`config.mk`:
```
export PLATFORM = sky130hd
export DESIGN_NAME = branch_ctrl_flat
export DESIGN_NICKNAME = d
export VERILOG_FILES = /design/src/rtl/branch_ctrl_if.sv /design/src/rtl/branch_ctrl.sv /design/src/flat_wrapper.sv
export SDC_FILE = /design/constraint.sdc
export NUM_CORES = 1
export LEC_CHECK = 0
export BUFFER_PORTS_ARGS = -buffer_cell sky130_fd_sc_hd__buf_2
export CAP_MARGIN = 30
export CORE_ASPECT_RATIO = 2
export CORE_UTILIZATION = 40
export CTS_BUF_LIST = sky130_fd_sc_hd__clkbuf_2 sky130_fd_sc_hd__clkbuf_4 sky130_fd_sc_hd__clkbuf_8
export CTS_CLUSTER_DIAMETER = 120
export DETAILED_ROUTE_END_ITERATION = 10
export SLEW_MARGIN = 20
export SYNTH_ARGS = -nofsm -noshare
export SYNTH_HDL_FRONTEND = slang
export SYNTH_SLANG_ARGS = --single-unit
```
`constraint.sdc`:
```
create_clock -name clk -period 4.1 [get_ports clk]
set_clock_uncertainty 0.2 [all_clocks]
set_input_delay 0 -clock clk [delete_from_list [all_inputs] [get_ports clk]]
set_output_delay 0 -clock clk [all_outputs]
set_load 0.03 [all_outputs]
```
`src/rtl/branch_ctrl_if.sv`:
```
// branch_ctrl_if: handshake, flag, LUT-write and jump-control bundle between the sequencer and branch_ctrl
interface branch_ctrl_if #(parameter int D = 12) ();
   logic          start;
   logic [D-1:0]  prog_ctr;
   logic [8:0]    instr;
   logic          alu_z;
   logic          alu_c;
   logic          alu_n;
   logic          flag_we;
   logic          lut_we;
   logic [2:0]    lut_addr;
   logic [D-1:0]  lut_data;
   logic          BranchFlag;
   logic          BranchInvert;
   logic          reljump;
   logic          absjump;
   logic [D-1:0]  target;
   logic          done;
   logic [15:0]   taken_cnt;
   modport master (
      output start, prog_ctr, instr, alu_z, alu_c, alu_n, flag_we, lut_we, lut_addr, lut_data,
      input  BranchFlag, BranchInvert, reljump, absjump, target, done, taken_cnt
   );
   modport slave (
      input  start, prog_ctr, instr, alu_z, alu_c, alu_n, flag_we, lut_we, lut_addr, lut_data,
      output BranchFlag, BranchInvert, reljump, absjump, target, done, taken_cnt
   );
endinterface

```
`src/rtl/branch_ctrl.sv`:
```
// branch_ctrl: decodes branch instructions against registered flags and drives PC jump controls
module branch_ctrl #(parameter int D = 12) (
   input logic        clk,
   input logic        reset,
   branch_ctrl_if.slave bus
);
   typedef enum logic [1:0] {IDLE, RUN, DONE} state_t;
   state_t         state_q, state_d;
   logic           z_q, z_d, c_q, c_d, n_q, n_d;
   logic [D-1:0]   lut_q [8];
   logic [D-1:0]   lut_d [8];
   logic [D-1:0]   halt_pc_q, halt_pc_d;
   logic [15:0]    taken_cnt_q, taken_cnt_d;
   logic [2:0]     op;
   logic           inv;
   logic [1:0]     cond;
   logic [2:0]     idx;
   logic           sel;
   logic           is_halt;
   logic           is_br;
   logic           taken;
   assign op      = bus.instr[8:6];
   assign inv     = bus.instr[5];
   assign cond    = bus.instr[4:3];
   assign idx     = bus.instr[2:0];
   assign is_halt = bus.instr == 9'h000;
   assign is_br   = op[2:1] == 2'b11;
   assign sel     = cond == 2'b00 ? 1'b1 : cond == 2'b01 ? z_q : cond == 2'b10 ? c_q : n_q;
   assign taken   = state_q == RUN && is_br && (sel ^ inv);
   assign bus.taken_cnt = taken_cnt_q;
   // state transitions and zero-latency jump controls; IDLE/DONE park the PC with an unconditional absolute jump
   always_comb begin
      state_d          = state_q;
      halt_pc_d        = halt_pc_q;
      bus.BranchFlag   = 1'b1;
      bus.BranchInvert = 1'b0;
      bus.reljump      = 1'b0;
      bus.absjump      = 1'b1;
      bus.target       = '0;
      bus.done         = 1'b0;
      if (state_q == RUN) begin
         if (is_halt) begin
            bus.target = bus.prog_ctr;
            halt_pc_d  = bus.prog_ctr;
            state_d    = DONE;
         end else begin
            bus.BranchFlag   = sel;
            bus.BranchInvert = inv;
            bus.reljump      = op == 3'b110;
            bus.absjump      = op == 3'b111;
            bus.target       = is_br ? lut_q[idx] : '0;
         end
      end else if (state_q == DONE) begin
         bus.target = halt_pc_q;
         bus.done   = 1'b1;
         state_d    = bus.start ? IDLE : DONE;
      end else begin
         state_d = bus.start ? RUN : IDLE;
      end
   end
   // flags load only while running, LUT writes are accepted in any state, counter saturates
   always_comb begin
      z_d = (state_q == RUN && bus.flag_we) ? bus.alu_z : z_q;
      c_d = (state_q == RUN && bus.flag_we) ? bus.alu_c : c_q;
      n_d = (state_q == RUN && bus.flag_we) ? bus.alu_n : n_q;
      lut_d = lut_q;
      if (bus.lut_we) lut_d[bus.lut_addr] = bus.lut_data;
      taken_cnt_d = (taken && taken_cnt_q != 16'hFFFF) ? taken_cnt_q + 16'd1 : taken_cnt_q;
   end
   // state register with synchronous reset clearing flags, LUT, halt PC and counter
   always_ff @(posedge clk) begin
      if (reset) begin
         state_q     <= IDLE;
         z_q         <= 1'b0;
         c_q         <= 1'b0;
         n_q         <= 1'b0;
         lut_q       <= '{default: '0};
         halt_pc_q   <= '0;
         taken_cnt_q <= '0;
      end else begin
         state_q     <= state_d;
         z_q         <= z_d;
         c_q         <= c_d;
         n_q         <= n_d;
         lut_q       <= lut_d;
         halt_pc_q   <= halt_pc_d;
         taken_cnt_q <= taken_cnt_d;
      end
   end
endmodule

```
`src/flat_wrapper.sv`:
```
// flat-port wrapper written by rule: the top's interface ports become plain ports
module branch_ctrl_flat 
#(parameter int D = 12)
  (clk, reset, bus_start, bus_prog_ctr, bus_instr, bus_alu_z, bus_alu_c, bus_alu_n, bus_flag_we, bus_lut_we, bus_lut_addr, bus_lut_data, bus_BranchFlag, bus_BranchInvert, bus_reljump, bus_absjump, bus_target, bus_done, bus_taken_cnt);
  branch_ctrl_if #(.D(D)) bus_i ();
  input logic clk;
  input logic reset;
  input wire logic [$bits(bus_i.start)-1:0] bus_start;
  input wire logic [$bits(bus_i.prog_ctr)-1:0] bus_prog_ctr;
  input wire logic [$bits(bus_i.instr)-1:0] bus_instr;
  input wire logic [$bits(bus_i.alu_z)-1:0] bus_alu_z;
  input wire logic [$bits(bus_i.alu_c)-1:0] bus_alu_c;
  input wire logic [$bits(bus_i.alu_n)-1:0] bus_alu_n;
  input wire logic [$bits(bus_i.flag_we)-1:0] bus_flag_we;
  input wire logic [$bits(bus_i.lut_we)-1:0] bus_lut_we;
  input wire logic [$bits(bus_i.lut_addr)-1:0] bus_lut_addr;
  input wire logic [$bits(bus_i.lut_data)-1:0] bus_lut_data;
  output wire logic [$bits(bus_i.BranchFlag)-1:0] bus_BranchFlag;
  output wire logic [$bits(bus_i.BranchInvert)-1:0] bus_BranchInvert;
  output wire logic [$bits(bus_i.reljump)-1:0] bus_reljump;
  output wire logic [$bits(bus_i.absjump)-1:0] bus_absjump;
  output wire logic [$bits(bus_i.target)-1:0] bus_target;
  output wire logic [$bits(bus_i.done)-1:0] bus_done;
  output wire logic [$bits(bus_i.taken_cnt)-1:0] bus_taken_cnt;
  assign bus_i.start = bus_start;
  assign bus_i.prog_ctr = bus_prog_ctr;
  assign bus_i.instr = bus_instr;
  assign bus_i.alu_z = bus_alu_z;
  assign bus_i.alu_c = bus_alu_c;
  assign bus_i.alu_n = bus_alu_n;
  assign bus_i.flag_we = bus_flag_we;
  assign bus_i.lut_we = bus_lut_we;
  assign bus_i.lut_addr = bus_lut_addr;
  assign bus_i.lut_data = bus_lut_data;
  assign bus_BranchFlag = bus_i.BranchFlag;
  assign bus_BranchInvert = bus_i.BranchInvert;
  assign bus_reljump = bus_i.reljump;
  assign bus_absjump = bus_i.absjump;
  assign bus_target = bus_i.target;
  assign bus_done = bus_i.done;
  assign bus_taken_cnt = bus_i.taken_cnt;
  branch_ctrl #(.D(D)) u_core (.clk(clk), .reset(reset), .bus(bus_i));
endmodule
```
==> summary.md <==
| Metric | Value |
|---|---|
| Max-Cap Viols | `0` |
| Reg2reg setup slack | `1180 ps` |
| DRC errors left | `0` |
| Register area | `2580 um2` |
| Post-Place Setup Slack | `1670 ps` |
| Final TNS setup | `0 ps` |
| Synth Instances | `724` |
| DP Wirelength | `11.3 mm` |
| Starting Density | `41.0%` |
| Final period util | `71.7%` |
| Detailed Route WL | `16.2 mm` |
| Final #Nets | `876` |
| Fraction of the yosys area taken by sequential cells | `43.6%` |
| Post-Syn Area | `5920 um2` |
| Tightest Hold Check Type | `in -> reg` |
| Dpl cells | `938` |
| Vias | `5,482` |
| Status | `finished clean` |
| Avg Vias per Cell | `5.30` |
| CP arrival | `3120 ps` |
| DIE WIDTH | `88.0 um` |
| Worst Hold Path Cells | `5` |
| Multi-input gate area | `3070 um2` |
| Fill count | `1,406` |
| Final hold violation count | `0` |
| Worst r2r dst | `u_core.bus.taken_cnt[13]` |
| Final setup violation count | `0` |
| WL per Instance | `15.7 um` |
| Clock tree root driver cell | `clkbuf_8` |
| Yosys cell types | `46` |
| Cells on worst reg2reg path | `6` |
| Clock transition at the registers of the reported paths | `80 ps` |
| Count of standard-cell rows | `62` |
| Initial antenna violation count | `0` |
| RSZ-0062 raised after global routing | `false` |
| First-pass GRT wire length | `25.8 mm` |
| GP Congestion | `0.781` |
| Req. time, crit path | `4280 ps` |
| Crit end category | `flop` |
| Cts repair resizes | `0` |
| PortBufs | `76` |
| Die height | `174 um` |
| Vias in the first global route | `5,418` |
| Leakage Power | `2.63 nW` |
| Synth Net Count | `769` |
| Core Util, Final | `51.2%` |
| Die ar. | `15,300 um2` |
| CP endpoint | `u_core.lut_q[23]` |
| Post-layout min period | `2940 ps` |
| Rel. slew slack | `40.0%` |
| CP max FO | `7` |
| Synthesized area per cell | `8.17 um2` |
| Overall power | `2.60 mW` |
| Core Region | `14,400 um2` |
| Pwr/cell area | `353 nW/um2` |
| Synth Warn # | `0` |
| Layout cells sized above 1 | `18.3%` |
| Final setup margin | `1160 ps` |
| Measured slew at the worst slew-check pin | `896 ps` |
| Diode count | `0` |
| Io pins | `77` |
| DRT Pass-1 Iters | `5` |
| Slew Limit Fails | `0` |
| CTS tree | `done` |
| Clock Latency Late Sink | `440 ps` |
| All-layer global routing usage | `21.9%` |
| Max Freq | `0.340 GHz` |
| Gr ovfl total | `0` |
| CP Launch Point | `bus_lut_we` |
| Syn-to-layout area delta | `24.8%` |
| H-tree Lvls | `4` |
| Largest net degree at the start of global routing | `83` |
| CTS sink cnt | `129` |
| Clock Tree Buf Depth | `2` |
| CP Launch Type | `input port` |
| Antenna Nets Post-Route | `0` |
| #FFs+latches synth | `129` |
| Starting DRT DRC Count | `260` |
| Cts bufs inserted | `17` |
| Worst r2r src | `u_core.state_q[0]` |
| Peak VDD IR | `0.226 mV` |
| Non-filler instance count after layout | `1,035` |
| Kind of critical path | `in -> reg` |
==> state kept, by name (all words and copies together), names as in the netlist <==
name                  count
u_core.lut_q             96
u_core.state_q            2
u_core.z_q                1
u_core.halt_pc_q         12
u_core.n_q                1
u_core.bus.taken_cnt     16
u_core.c_q                1
==> cell usage in the layout, fill, tap and decap left out, types with 5 or more instances in the layout <==
cell           synthesis  layout
nand2_1              246     246
dfxtp_1              129     129
a21oi_1              124     124
buf_2                 11      75
dlygate4sd3_1          0      63
mux4_2                24      24
nor2_1                20      20
clkbuf_8               0      20
nand3_1               16      16
mux2i_1               14      14
o211ai_1              14      14
or4_1                 10      10
nor2b_1                9       9
buf_4                  0       9
nand2b_1               6       6
o31ai_1                5       5
clkinvlp_4             0       5
==> worst max-delay path, cell delays in order <==
cell,delay [ps]
dlygate4sd3_1,510
buf_2,150
nand2_1,110
dlygate4sd3_1,590
nor2_1,320
nand2_1,110
dlygate4sd3_1,580
a21oi_1,140
dlygate4sd3_1,580
==> synth_stat cells (all sizes together) <==
library cell  number  area [um2]
a31oi              1        6.26
nor4               2        33.8
nand2b             6        37.5
inv                1        3.75
o21ai              5        28.8
o211ai            14         105
o21a               1        7.51
o41ai              2        17.5
ha                 1        12.5
mux2i             14         140
a221oi             1        15.0
or2                1        6.26
a22o               1        8.76
o31ai              5        37.5
nand4              3        18.8
and4               3        27.5
and2               3        20.0
or3                4        25.0
a41oi              1        8.76
nand3             17        90.1
mux4              24         541
dfxtp            129        2580
or4               10        75.1
mux2               2        22.5
a21oi            124         621
nand2            246         923
and3               3        23.8
a32o               1        10.0
clkbuf            42         168
nand4b             1        8.76
nor3               5        25.0
nor2              20        75.1
a211oi             2        15.0
nor2b              9        56.3
buf               18         104
or2b               1        8.76
nor4b              1        8.76
==> how the worst min path moves through the flow <==
stage	endpoint	startpoint	slack, ps
floorplan	bus_reljump	bus_instr[6]	-90
global placement	u_core.n_q	bus_alu_n	60
detailed placement	u_core.n_q	bus_alu_n	70
CTS	u_core.bus.taken_cnt[10]	bus_instr[3]	20
global route	u_core.bus.taken_cnt[2]	bus_instr[7]	4
finish	u_core.bus.taken_cnt[2]	bus_instr[3]	9
==> report_power, final <==
part           leakage (nW)  switching [mW]  internal (mW)
combinational          1.39           0.127         0.0940
clock                 0.190           0.510          0.588
sequential             1.04          0.0114           1.27
total                  2.63           0.648           1.96
==> cell type report <==
class,instances,share of cell area [%]
timing repair buffer,148,14.7
clock inverter,11,1.74
sequential,129,35.0
multi-input combinational,534,41.6
inverter,1,0.0508
clock buffer,20,3.73
tap,192,3.25
==> kinds of logic after synthesis <==
kind of cell / Yosys count / share of synthesized area [%]
flops: 129 / 43.6
fa+ha+maj: 1 / 0.211
compound gates: 158 / 14.9
mux: 40 / 11.9
buf+inv: 61 / 4.65
simple gates: 335 / 24.7
==> timing repair <==
item	4_1_cts	5_1_grt
setup buffers	0	0
hold buffers	62	1
hold endpoints to repair	123	1
==> routing by layer <==
layer	wire [um]	part of all wire, %	track usage (%)
met5	0	0	0
met2	9210	57	42.4
met4	418	2.6	8.94
met1	6030	37	21.8
met3	558	3.4	4.18
==> stage by stage <==
| stage | hold slack (ps) | cell area [um2] |
|---|---|---|
| 2_1_floorplan | -88.2 | 5920 |
| 3_3_place_gp | 55.2 | 6290 |
| 3_5_place_dp | 70.7 | 6320 |
| 4_1_cts | 22.3 | 7350 |
| 5_1_grt | 4.24 | 7390 |
| 6_report | 9.00 | 7390 |
Note: power is estimated with default switching activity, not from simulation.
